### config.mk
export PLATFORM = sky130hd
export DESIGN_NAME = muldiv_sequencer_flat
export DESIGN_NICKNAME = d
export VERILOG_FILES = /design/src/rtl/muldiv_if.sv /design/src/rtl/muldiv_sequencer.sv /design/src/flat_wrapper.sv
export SDC_FILE = /design/constraint.sdc
export NUM_CORES = 1
export LEC_CHECK = 0
export BUFFER_PORTS_ARGS = -buffer_cell sky130_fd_sc_hd__buf_2
export CORE_MARGIN = 1
export CORE_UTILIZATION = 60
export DETAILED_ROUTE_END_ITERATION = 8
export PLACE_DENSITY = 0.8
export SLEW_MARGIN = 20
export SYNTH_ARGS = -nofsm -noshare
export SYNTH_HDL_FRONTEND = slang
export SYNTH_SLANG_ARGS = --single-unit
export TNS_END_PERCENT = 100
### constraint.sdc
create_clock -name clk -period 6.8 [get_ports clk]
set_clock_uncertainty 0.05 [all_clocks]
set_input_delay 0.34 -clock clk [delete_from_list [all_inputs] [get_ports clk]]
set_output_delay 0.34 -clock clk [all_outputs]
set_load 0.01 [all_outputs]
### src/rtl/muldiv_if.sv
// Handshake and result bundle between the pipeline control and the multiply/divide unit.
interface muldiv_if #(
  parameter int WIDTH = 32
);
  logic             start;
  logic [5:0]       funcw;
  logic [WIDTH-1:0] input1w;
  logic [WIDTH-1:0] input2w;
  logic             busy;
  logic             done;
  logic             div_by_zero;
  logic [WIDTH-1:0] hi;
  logic [WIDTH-1:0] lo;

  modport master (
    output start, funcw, input1w, input2w,
    input  busy, done, div_by_zero, hi, lo
  );

  modport slave (
    input  start, funcw, input1w, input2w,
    output busy, done, div_by_zero, hi, lo
  );
endinterface

### src/rtl/muldiv_sequencer.sv
// Iterative shift-add multiply / restoring divide with HI/LO registers.
// Optional MULDIV_DIV0_FAST_EN: divide-by-zero bypasses CALC and goes straight to FIX.
module muldiv_sequencer #(
    parameter int WIDTH = 32,
    parameter int CNT_W = 6
) (
    input logic     clk,
    input logic     rst_b,
    muldiv_if.slave bus
);

    typedef enum logic [1:0] {
        IDLE,
        CALC,
        FIX,
        DONE
    } state_t;

    localparam logic [CNT_W-1:0] LAST = CNT_W'(WIDTH - 1);

    state_t state, state_n;

    logic [CNT_W-1:0] cnt;
    logic [WIDTH-1:0] p_hi, p_lo, b_q, a_raw;
    logic [WIDTH-1:0] hi_q, lo_q;
    logic is_div, neg_a, neg_b, div0;

    logic legal, accept;
    logic in_div, in_signed, in_div0, in_neg_a, in_neg_b;
    logic [WIDTH-1:0] mag1, mag2;

    logic [WIDTH:0] sum, rem_sh, diff;
    logic [WIDTH-1:0] step_hi, step_lo;
    logic [2*WIDTH-1:0] prod, prod_neg;
    logic [WIDTH-1:0] quo, rem, hi_n, lo_n;

    // Legal codes are 0110xx; bit1 selects divide, bit0 selects unsigned.
    assign legal     = (bus.funcw[5:2] == 4'b0110);
    assign in_div    = bus.funcw[1];
    assign in_signed = ~bus.funcw[0];
    assign in_neg_a  = in_signed & bus.input1w[WIDTH-1];
    assign in_neg_b  = in_signed & bus.input2w[WIDTH-1];
    assign in_div0   = in_div & (bus.input2w == '0);
    assign mag1      = in_neg_a ? -bus.input1w : bus.input1w;
    assign mag2      = in_neg_b ? -bus.input2w : bus.input2w;

    assign accept = bus.start & legal & ((state == IDLE) | (state == DONE));

    always_comb begin
        state_n = state;
        unique case (state)
            IDLE, DONE: begin
                if (accept) begin
`ifdef MULDIV_DIV0_FAST_EN
                    state_n = in_div0 ? FIX : CALC;
`else
                    state_n = CALC;
`endif
                end else begin
                    state_n = IDLE;
                end
            end
            CALC:    if (cnt == LAST) state_n = FIX;
            FIX:     state_n = DONE;
            default: state_n = IDLE;
        endcase
    end

    // One iteration: p_hi is the running partial product or remainder,
    // p_lo shifts out multiplier bits / dividend bits and shifts in quotient bits.
    always_comb begin
        sum     = {1'b0, p_hi} + (p_lo[0] ? {1'b0, b_q} : '0);
        rem_sh  = {p_hi, p_lo[WIDTH-1]};
        diff    = rem_sh - {1'b0, b_q};
        step_hi = sum[WIDTH:1];
        step_lo = {sum[0], p_lo[WIDTH-1:1]};
        if (is_div) begin
            if (!diff[WIDTH]) begin
                step_hi = diff[WIDTH-1:0];
                step_lo = {p_lo[WIDTH-2:0], 1'b1};
            end else begin
                step_hi = rem_sh[WIDTH-1:0];
                step_lo = {p_lo[WIDTH-2:0], 1'b0};
            end
        end
    end

    always_comb begin
        prod     = {p_hi, p_lo};
        prod_neg = -prod;
        quo      = (neg_a ^ neg_b) ? -p_lo : p_lo;
        rem      = neg_a ? -p_hi : p_hi;
        hi_n     = prod[2*WIDTH-1:WIDTH];
        lo_n     = prod[WIDTH-1:0];
        if (div0) begin
            hi_n = a_raw;
            lo_n = '1;
        end else if (is_div) begin
            hi_n = rem;
            lo_n = quo;
        end else if (neg_a ^ neg_b) begin
            hi_n = prod_neg[2*WIDTH-1:WIDTH];
            lo_n = prod_neg[WIDTH-1:0];
        end
    end

    always_ff @(posedge clk) begin
        if (rst_b) begin
            state  <= IDLE;
            cnt    <= '0;
            p_hi   <= '0;
            p_lo   <= '0;
            b_q    <= '0;
            a_raw  <= '0;
            hi_q   <= '0;
            lo_q   <= '0;
            is_div <= 1'b0;
            neg_a  <= 1'b0;
            neg_b  <= 1'b0;
            div0   <= 1'b0;
        end else begin
            state <= state_n;
            if (accept) begin
                cnt    <= '0;
                p_hi   <= '0;
                p_lo   <= mag1;
                b_q    <= mag2;
                a_raw  <= bus.input1w;
                is_div <= in_div;
                neg_a  <= in_neg_a;
                neg_b  <= in_neg_b;
                div0   <= in_div0;
            end else if (state == CALC) begin
                cnt  <= cnt + CNT_W'(1);
                p_hi <= step_hi;
                p_lo <= step_lo;
            end
            if (state == FIX) begin
                hi_q <= hi_n;
                lo_q <= lo_n;
            end
        end
    end

    assign bus.busy        = (state == CALC) | (state == FIX);
    assign bus.done        = (state == DONE);
    assign bus.div_by_zero = (state == DONE) & div0;
    assign bus.hi          = hi_q;
    assign bus.lo          = lo_q;

endmodule

### src/flat_wrapper.sv
// flat-port wrapper written by rule: the top's interface ports become plain ports
module muldiv_sequencer_flat 
#(
    parameter int WIDTH = 32,
    parameter int CNT_W = 6
)
  (clk, rst_b, bus_start, bus_funcw, bus_input1w, bus_input2w, bus_busy, bus_done, bus_div_by_zero, bus_hi, bus_lo);
  muldiv_if #(.WIDTH(WIDTH)) bus_i ();
  input logic clk;
  input logic rst_b;
  input wire logic [$bits(bus_i.start)-1:0] bus_start;
  input wire logic [$bits(bus_i.funcw)-1:0] bus_funcw;
  input wire logic [$bits(bus_i.input1w)-1:0] bus_input1w;
  input wire logic [$bits(bus_i.input2w)-1:0] bus_input2w;
  output wire logic [$bits(bus_i.busy)-1:0] bus_busy;
  output wire logic [$bits(bus_i.done)-1:0] bus_done;
  output wire logic [$bits(bus_i.div_by_zero)-1:0] bus_div_by_zero;
  output wire logic [$bits(bus_i.hi)-1:0] bus_hi;
  output wire logic [$bits(bus_i.lo)-1:0] bus_lo;
  assign bus_i.start = bus_start;
  assign bus_i.funcw = bus_funcw;
  assign bus_i.input1w = bus_input1w;
  assign bus_i.input2w = bus_input2w;
  assign bus_busy = bus_i.busy;
  assign bus_done = bus_i.done;
  assign bus_div_by_zero = bus_i.div_by_zero;
  assign bus_hi = bus_i.hi;
  assign bus_lo = bus_i.lo;
  muldiv_sequencer #(.WIDTH(WIDTH), .CNT_W(CNT_W)) u_core (.clk(clk), .rst_b(rst_b), .bus(bus_i));
endmodule
# After elaboration in Yosys (flattened, before gate mapping)
# Index checks and enable logic that the tools add are counted.
# classes
add_sub_neg	8
reduce_logical	5
eq_ne	6
n_bitwise	10
mux	20
# op_table
operator	n
$mux W32	16
$neg A32 Y32	4
$neg A64 Y64	1
$add A32 B33 Y33	1
$sub A33 B32 Y33	1
$logic_not A32 Y1	1
$add A6 B1 Y6 const B	1
$and A1 B1 Y1	6
$eq A6 B5 Y1 const B	1
$pmux W2 S3	1
$eq A2 B2 Y1 const B	2
$eq A4 B3 Y1 const B	1
$reduce_or A2 Y1	2
$eq A2 B1 Y1 const B	1
$logic_not A2 Y1	1
$mux W1	2
$mux W2	1
$ne A2 B1 Y1 const B	1
$or A1 B1 Y1	2
$reduce_bool A2 Y1	1
$not A1 Y1	1
$xor A1 B1 Y1	1
# word_totals
out_inout_bits	67
word_cells	61
ff_bits	204

# Logic depth before layout (Yosys ltp)
# Gate-level depths: netlist of the first run.
# depth
depth_word	5
mapped_depth	14
ltp_nobuf	12

# Worst setup path after synthesis of the first run
# OpenSTA, ideal clock, no wires.
# synth_path
kind	register to register
start	register u_core.p_lo[31]
end	register u_core.p_hi[11]
slack_ns	3.555
period_less_slack_ns	3.245
setup_time_ns	0.134
required_ns	6.616
stages_incl_launch_ff	14
arrival_ns	3.061
cell_sequence	dfxtp_1 -> inv_1 -> ha_1 -> fa_1 -> nand2b_1 -> a21oi_1 -> o21ai_1 -> a2111oi_1 -> nor4b_1 -> o21ai_1 -> nand2_1 -> buf_2 -> a221oi_1 -> a21oi_1
# synth_between
elab_chain_cells	3
# synth_lines
element	line_no	text
start: declaration	muldiv_sequencer.sv:24	logic [WIDTH-1:0] p_hi, p_lo, b_q, a_raw;
start signal: assignment	muldiv_sequencer.sv:126	p_lo <= mag1;
start signal: assignment	muldiv_sequencer.sv:136	p_lo <= step_lo;
$sub A33 B32 Y33	muldiv_sequencer.sv:74	diff = rem_sh - {1'b0, b_q};
$mux W32	muldiv_sequencer.sv:78	if (!diff[WIDTH]) begin
$mux W32	muldiv_sequencer.sv:77	if (is_div) begin
end signal: assignment	muldiv_sequencer.sv:135	p_hi <= step_hi;
end: declaration	muldiv_sequencer.sv:24	
# Every way passes these cells.
# A chain may end at the register's enable or synchronous reset.

# Worst setup path after layout of the first run
# layout_path
start	register u_core.p_lo[0]
end	register u_core.p_hi[29]
# layout_between
elab_chain_cells	3
# layout_lines
element	line_no	text
$mux W32	muldiv_sequencer.sv:72	sum = {1'b0, p_hi} + (p_lo[0] ? {1'b0, b_q} : '0);
$add A32 B33 Y33	muldiv_sequencer.sv:72	
$mux W32	muldiv_sequencer.sv:77	
# Every way passes these cells.

==> results_tabular.tex, run 1 <==
\begin{tabular}{lr}
\hline
Metric & Value \\
\hline
\multicolumn{2}{l}{\textbf{Status}} \\
Status & completed \\
\multicolumn{2}{l}{\textbf{Logic synthesis}} \\
Simple logic cell fraction of the synthesized area & 0.212 \\
Number of warnings issued by yosys & 0 \\
Average instance area after synthesis & between 7 and 8 sq um \\
Total of flip-flops plus latches after synthesis & approximately 200 \\
Gate count after technology mapping & just over 2,000 \\
Share of flip-flops with an asynchronous set or reset & 0 \\
Number of enable-type register cells in the synthesized netlist & 0 \\
Cell variety after synth & between 80 and 90 \\
Xor/xnor cell area share of the yosys netlist & 0.0979 \\
Post-synth top flop & dfxtp\_1 \\
Post-synthesis adder-cell area fraction & 0.0622 \\
Area of the mapped netlist & between 15,000 and 20,000 sq um \\
Combinational family with the most area after synthesis & compound AO/OA/AOI/OAI gates \\
Share of synthesized area occupied by flip-flops and latches & 0.270 \\
Net count of the mapped netlist & around 2,200 \\
Share of cell area taken by muxes after synthesis & 0.0312 \\
Area fraction in compound gates after synthesis & 0.276 \\
\multicolumn{2}{l}{\textbf{Detailed routing}} \\
Vias & around 16,000 \\
Top metal layer carrying routed signals & met4 \\
Post-detailed-routing wire length & around 50,000 um \\
Number of vias per cell after detailed routing & roughly 6.5 \\
Number of violations reported at the end of detailed-routing iteration 0 & roughly 1,800 \\
Detailed route wirelength on metal2 & 20,700 um \\
Wire length on met1 & around 23,000 um \\
First-pass iteration count of the detailed router & 8 \\
Routed wire per std cell & about 21 um \\
Final routed DRC violation total & 0 \\
Total met3 wirelength after detailed routing & roughly 6300 um \\
Count of nets left with antenna violations after detail routing & 0 \\
\multicolumn{2}{l}{\textbf{Timing}} \\
Setup TNS & 0 ns \\
Setup repair after global routing missed its margin & false \\
Number of hold violations in the final report & 0 \\
Setup-violating endpoint count in the final report & 0 \\
Max transition margin & 0.277 \\
Tmin final & between 4 and 5 ns \\
Worst Slack Setup Final & between 2 and 2.5 ns \\
Fmax & $\sim$230 MHz \\
Final Hold Slack & approximately 0.017 ns \\
Post-route clock period utilization & 0.643 \\
Final max-slew violation count & 0 \\
Tightest Pin Transition & $\sim$1.1 ns \\
\multicolumn{2}{l}{\textbf{Placed design}} \\
Placed instance area & roughly 16,000 sq um \\
GPL Wtd Cong & $\sim$1 \\
Worst-case setup slack after placement & 2.59 ns \\
Total of buffers placed on input and output ports & about 140 \\
Placed wire-length estimate after detailed placement & 37,200 um \\
Total placed cells including tap cells & approximately 2,400 \\
\multicolumn{2}{l}{\textbf{Die}} \\
Num ports & 140 \\
Chip Width & 161 um \\
Initial standard-cell utilization of the core & 0.616 \\
Overall die area & 25,800 sq um \\
Die span in y & approximately 160 um \\
Area of the core & between 20,000 and 25,000 sq um \\
Std cell rows & 57 \\
\multicolumn{2}{l}{\textbf{Setup path}} \\
Reg-to-reg slack, setup & about 2.4 ns \\
Setup crit end & u\_core.p\_hi[29] \\
Kind of critical path & reg -> reg \\
Crit Path Max Fanout & 17 \\
Launch point of the critical path & u\_core.p\_lo[0] \\
Endpoint arrival time on the critical path & about 4.8 ns \\
Cell depth of the worst flop-to-flop path & 12 \\
Type of element launching the critical path & flop \\
Reg-to-reg startpoint & u\_core.p\_lo[0] \\
CP required & about 7.2 ns \\
Setup crit end kind & flop \\
Reg-to-Reg End & u\_core.p\_hi[29] \\
\multicolumn{2}{l}{\textbf{Final layout}} \\
Post-route non-filler standard cell count & approximately 2,400 \\
Post-route cell area & roughly 17,000 sq um \\
Final net count & 2,213 \\
Commonest cells after routing, fill and taps aside & nor2\_1, nand2\_1, dfxtp\_1, a21oi\_1, buf\_2 \\
Area grow syn2layout & 10.5\% \\
Count of antenna diodes in the layout & 0 \\
Fraction of layout instances using a drive strength above 1 & 0.112 \\
Most common library cell in the layout ignoring fill and taps & nor2\_1 \\
\multicolumn{2}{l}{\textbf{Clock network}} \\
Number of buffers added by the clock tree synthesis step & 24 \\
Clock latency on the worst-skew pair & between 0.5 and 0.6 ns \\
Post\_cts resized & 0 \\
TritonCTS clock tree & yes \\
Post-CTS Setup Inserts & 0 \\
Clock Path Buffers & 3 \\
Count of H-tree levels built during CTS & 1 \\
Clock root buffer master & clkbuf\_16 \\
Clock edge transition at the registers on the reported setup and hold paths & around 0.060 ns \\
Sinks on Clock Net & approximately 200 \\
Total of hold buffers inserted after clock tree synthesis & 0 \\
\multicolumn{2}{l}{\textbf{Flow run}} \\
Number of max-capacitance violations reported & 0 \\
\multicolumn{2}{l}{\textbf{Pwr}} \\
Sequential Power Share & 0.360 \\
Ratio of total power to cell area & 214 nW/um\^{}2 \\
Internal power summed over all cells & around 2400 uW \\
Share of total power in the clock network & 0.373 \\
Comb power frac & 0.266 \\
Switching part of the total power & 0.342 \\
Max VDD drop & between 0.0002 and 0.00025 V \\
Static Leakage & $\sim$0.0066 uW \\
Sw power & 1220 uW \\
\multicolumn{2}{l}{\textbf{GRT}} \\
Via count of the first global-routing pass & around 14,000 \\
Remaining global-route overflow & 0 \\
Total Routing Usage GR & 0.385 \\
Wire length of the first global-routing pass & approximately 80,000 um \\
Antenna violations before repair & 0 \\
Pin count of the biggest net entering global routing & 88 \\
\multicolumn{2}{l}{\textbf{Min path}} \\
Class of the worst hold path & in -> reg \\
Worst hold path depth & 3 \\
\hline
\end{tabular}
## power by group through the flow
stage          clock network, uW  registers, uW  logic, uW
3_3_place_gp                   0           1310        907
6_report                    1330           1290        952
2_1_floorplan                  0           1300        642
5_1_grt                     1380           1290       1020
4_1_cts                     1340           1290        922
3_5_place_dp                   0           1310        913
## critical path, stage by stage, from the launching register on
cell	delay, ns
dfxtp_1	0.50
inv_1	0.34
nor2_1	0.30
fa_1	0.31
a211oi_1	0.11
o21ai_0	0.30
a21oi_1	0.16
o41ai_1	0.86
a211oi_1	0.42
o311ai_0	0.46
xor2_1	0.18
o221ai_1	0.13
a31oi_1	0.18
## logic make-up (layout without fill, tap and decap cells)
logic type	count (synthesis)	after routing
compound gates	631	631
xor+xnor	169	169
fa+ha+maj	74	74
buf+inv	203	274
flops	204	204
mux	47	47
simple gates	684	684
## worst min path at each step
stage,start,end,slack (ns)
2_1_floorplan,u_core.a_raw[14],u_core.a_raw[14],0.38
3_3_place_gp,u_core.a_raw[24],u_core.a_raw[24],0.39
3_5_place_dp,u_core.a_raw[19],u_core.a_raw[19],0.40
4_1_cts,rst_b,u_core.p_lo[26],0.007
5_1_grt,bus_funcw[1],u_core.is_div,0.03
6_report,bus_funcw[1],u_core.is_div,0.02
## registers in the layout (all words and copies together), names as in the netlist
register       flops
u_core.div0        1
u_core.a_raw      32
u_core.bus.lo     32
u_core.state       2
u_core.neg_b       1
u_core.p_hi       32
u_core.cnt         6
u_core.bus.hi     32
u_core.neg_a       1
u_core.is_div      1
u_core.b_q        32
u_core.p_lo       32
## stage by stage
step	utilization	total power, uW
finish	0.681	3580
global route	0.681	3700
CTS	0.680	3540
detailed placement	0.647	2220
global placement	0.647	2220
floorplan	-	1940
## Yosys cell counts (14+ instances only)
cell        n  share of area
nand4_1    14         0.0058
mux2i_1    46          0.030
xor2_1     88          0.051
o31ai_1    26          0.013
a31oi_1    27          0.011
clkbuf_1  111          0.028
o211ai_1   15         0.0074
o41ai_1    14         0.0081
a211oi_1  114          0.057
o22ai_1    17         0.0070
ha_1       72          0.060
nand3_1    23         0.0076
o21a_1     15         0.0074
dfxtp_1   204           0.27
a21o_1     34          0.017
o21ai_0   102          0.034
xnor2_1    81          0.047
a21oi_1   172          0.057
nor3_1     36          0.012
nand2_1   210          0.052
o221ai_1   14         0.0081
nor4_1     23         0.0095
nor2_1    247          0.061
or3_1      30          0.012
inv_1      72          0.018
a311oi_1   15         0.0087
nor2b_1    15         0.0062
## final cells by class
cell class              count  area [sq um]
repair buffers            158           841
well taps                 324           405
clock inverters            11           160
clock buffers              32           651
flip-flops and latches    204          4090
fillers                  2127          7830
multi-input cells        1605         10300
inverters                  73           274
## layer usage
layer | track usage | vias to the layer above
li1 | - | 7409
met1 | 0.577 | 7295
met2 | 0.554 | 917
met3 | 0.0767 | 109
met4 | 0.105 | 0
met5 | 0 | -
No activity file was read; power rests on OpenSTA's default activity.
==> run 2: changes to the inputs <==
Settings changed: CORE_UTILIZATION 60 to 55, PLACE_DENSITY 0.8 to 0.78.
Clock period 6.8 ns to 3.8 ns, I/O delays scaled along.
==> run 2 against run 1 <==
Register-to-register slack got worse by 2.2 ns. Clock power is 73% higher. Largest power group unchanged. Worst hold slack better by 0.021 ns. Largest cell class unchanged. Total power increased by 81%.
==> results_tabular.tex, run 2 (same netlist as run 1, synthesis figures left out) <==
\begin{tabular}{lr}
\hline
Metric & Value \\
\hline
\multicolumn{2}{l}{\textbf{Die}} \\
Overall die area & around 28,000 sq um \\
Chip Width & roughly 170 um \\
Initial standard-cell utilization of the core & 0.561 \\
Std cell rows & 60 \\
Area of the core & 27,000 sq um \\
Die span in y & $\sim$170 um \\
Num ports & 140 \\
\multicolumn{2}{l}{\textbf{Placed design}} \\
GPL Wtd Cong & approximately 1.0 \\
Placed wire-length estimate after detailed placement & approximately 38,000 um \\
Total of buffers placed on input and output ports & approximately 140 \\
Total placed cells including tap cells & $\sim$2,400 \\
Worst-case setup slack after placement & about 0.3 ns \\
\multicolumn{2}{l}{\textbf{Timing}} \\
Setup repair after global routing missed its margin & false \\
Max transition margin & 0.247 \\
Fmax & between 200 and 300 MHz \\
Worst Slack Setup Final & 0.240 ns \\
Tmin final & 3.56 ns \\
Final Hold Slack & roughly 0.038 ns \\
Tightest Pin Transition & 1.13 ns \\
Setup-violating endpoint count in the final report & 0 \\
Number of hold violations in the final report & 0 \\
Setup TNS & 0 ns \\
Final max-slew violation count & 0 \\
Post-route clock period utilization & 0.937 \\
\multicolumn{2}{l}{\textbf{Final layout}} \\
Commonest cells after routing, fill and taps aside & nor2\_1, nand2\_1, dfxtp\_1, a21oi\_1, buf\_2 \\
Final net count & 2,332 \\
Post-route non-filler standard cell count & roughly 2,500 \\
Fillers & about 2,300 \\
Count of antenna diodes in the layout & 0 \\
Area grow syn2layout & 17.6\% \\
Most common library cell in the layout ignoring fill and taps & nor2\_1 \\
Fraction of layout instances using a drive strength above 1 & 0.133 \\
\multicolumn{2}{l}{\textbf{Setup path}} \\
Cell depth of the worst flop-to-flop path & 14 \\
CP required & about 4.2 ns \\
Setup crit end kind & flop \\
Crit Path Max Fanout & 15 \\
Endpoint arrival time on the critical path & between 3 and 4 ns \\
Type of element launching the critical path & flop \\
Kind of critical path & reg -> reg \\
Launch point of the critical path & u\_core.p\_lo[0] \\
Reg-to-reg startpoint & u\_core.p\_lo[0] \\
\multicolumn{2}{l}{\textbf{Clock network}} \\
Number of buffers added by the clock tree synthesis step & 24 \\
Clock edge transition at the registers on the reported setup and hold paths & approximately 0.06 ns \\
Clock root buffer master & clkbuf\_16 \\
Clock Path Buffers & 3 \\
Sinks on Clock Net & 204 \\
TritonCTS clock tree & yes \\
Clock latency on the worst-skew pair & about 0.54 ns \\
Count of H-tree levels built during CTS & 1 \\
\multicolumn{2}{l}{\textbf{Detailed routing}} \\
Routed wire per std cell & between 20 and 25 um \\
First-pass iteration count of the detailed router & 7 \\
Vias & approximately 16,000 \\
Final routed DRC violation total & 0 \\
Post-detailed-routing wire length & between 50,000 and 60,000 um \\
Count of nets left with antenna violations after detail routing & 0 \\
Number of vias per cell after detailed routing & roughly 6.5 \\
Number of violations reported at the end of detailed-routing iteration 0 & approximately 2,000 \\
\multicolumn{2}{l}{\textbf{Min path}} \\
Class of the worst hold path & in -> reg \\
Startpoint of the most critical hold path & bus\_input2w[12] \\
Worst hold path depth & 3 \\
\multicolumn{2}{l}{\textbf{Pwr}} \\
Switching part of the total power & 0.340 \\
Static Leakage & roughly 0.0071 uW \\
Share of total power in the clock network & 0.356 \\
Max VDD drop & roughly 0.00032 V \\
Sequential Power Share & 0.354 \\
Total chip power & 6470 uW \\
Internal power summed over all cells & about 4300 uW \\
Sw power & roughly 2200 uW \\
Ratio of total power to cell area & $\sim$360 nW/um\^{}2 \\
Comb power frac & 0.290 \\
\multicolumn{2}{l}{\textbf{GRT}} \\
Total Routing Usage GR & 0.372 \\
Pin count of the biggest net entering global routing & around 150 \\
Via count of the first global-routing pass & roughly 15,000 \\
Remaining global-route overflow & 0 \\
Wire length of the first global-routing pass & 84,000 um \\
Antenna violations before repair & 0 \\
\multicolumn{2}{l}{\textbf{Status}} \\
Status & completed \\
\multicolumn{2}{l}{\textbf{Flow run}} \\
Number of max-capacitance violations reported & 0 \\
\hline
\end{tabular}
-- run 2: final cells by class --
| type | count | area (sq um) | share of cell area |
|---|---|---|---|
| multi-input combinational | 1605 | 10300 | 0.579 |
| sequential | 204 | 4090 | 0.230 |
| timing repair buffer | 277 | 1930 | 0.109 |
| clock buffer | 29 | 649 | 0.0365 |
| tap | 341 | 427 | 0.0240 |
| inverter | 73 | 274 | 0.0154 |
| clock inverter | 11 | 119 | 0.00669 |
-- run 2: power by group through the flow --
stage                     registers (uW)  logic, uW  clock network, uW
final                               2290       1880               2300
after global routing                2300       2020               2400
after CTS                           2290       1800               2320
after detailed placement            2340       1740                  0
after global placement              2330       1710                  0
after floorplan                     2330       1150                  0
-- run 2: path summary, 6_finish.rpt --
kind                 endpoint  slack [ns]
max           u_core.p_hi[26]        0.24
min reg2reg  u_core.a_raw[19]        0.40
max reg2reg   u_core.p_hi[26]        0.24
min            u_core.b_q[12]        0.04
-- run 2: critical path: stages (launching register included) --
cell,delay [ns]
dfxtp_1,0.33
inv_1,0.08
buf_12,0.16
nor2_1,0.19
ha_1,0.27
a21oi_1,0.19
a2bb2oi_1,0.27
buf_4,0.18
a2111oi_0,0.10
a211o_1,0.34
nor4_1,0.44
o21ai_0,0.21
xor2_1,0.21
o221a_2,0.27
o21a_1,0.16
-- run 2: repair_timing --
item,in CTS,in global routing
hold buffers,63,0
endpoints found under the setup margin,0,4
endpoints found under the hold margin,71,0
buffers inserted,0,0
gates resized for setup,0,3
-- run 2: per-layer routing --
metal,share of wire,GRT usage,up-vias
met5,0,0,-
met4,0.051,0.174,0
met3,0.099,0.0712,219
met2,0.44,0.597,962
met1,0.41,0.484,7651
li1,-,-,7648
-- run 2: per-stage QoR --
step           instance area, sq um   util
6_report                      17800  0.660
5_1_grt                       17800  0.660
4_1_cts                       17800  0.659
3_5_place_dp                  16400  0.607
3_3_place_gp                  16400  0.607
2_1_floorplan                 15100      -
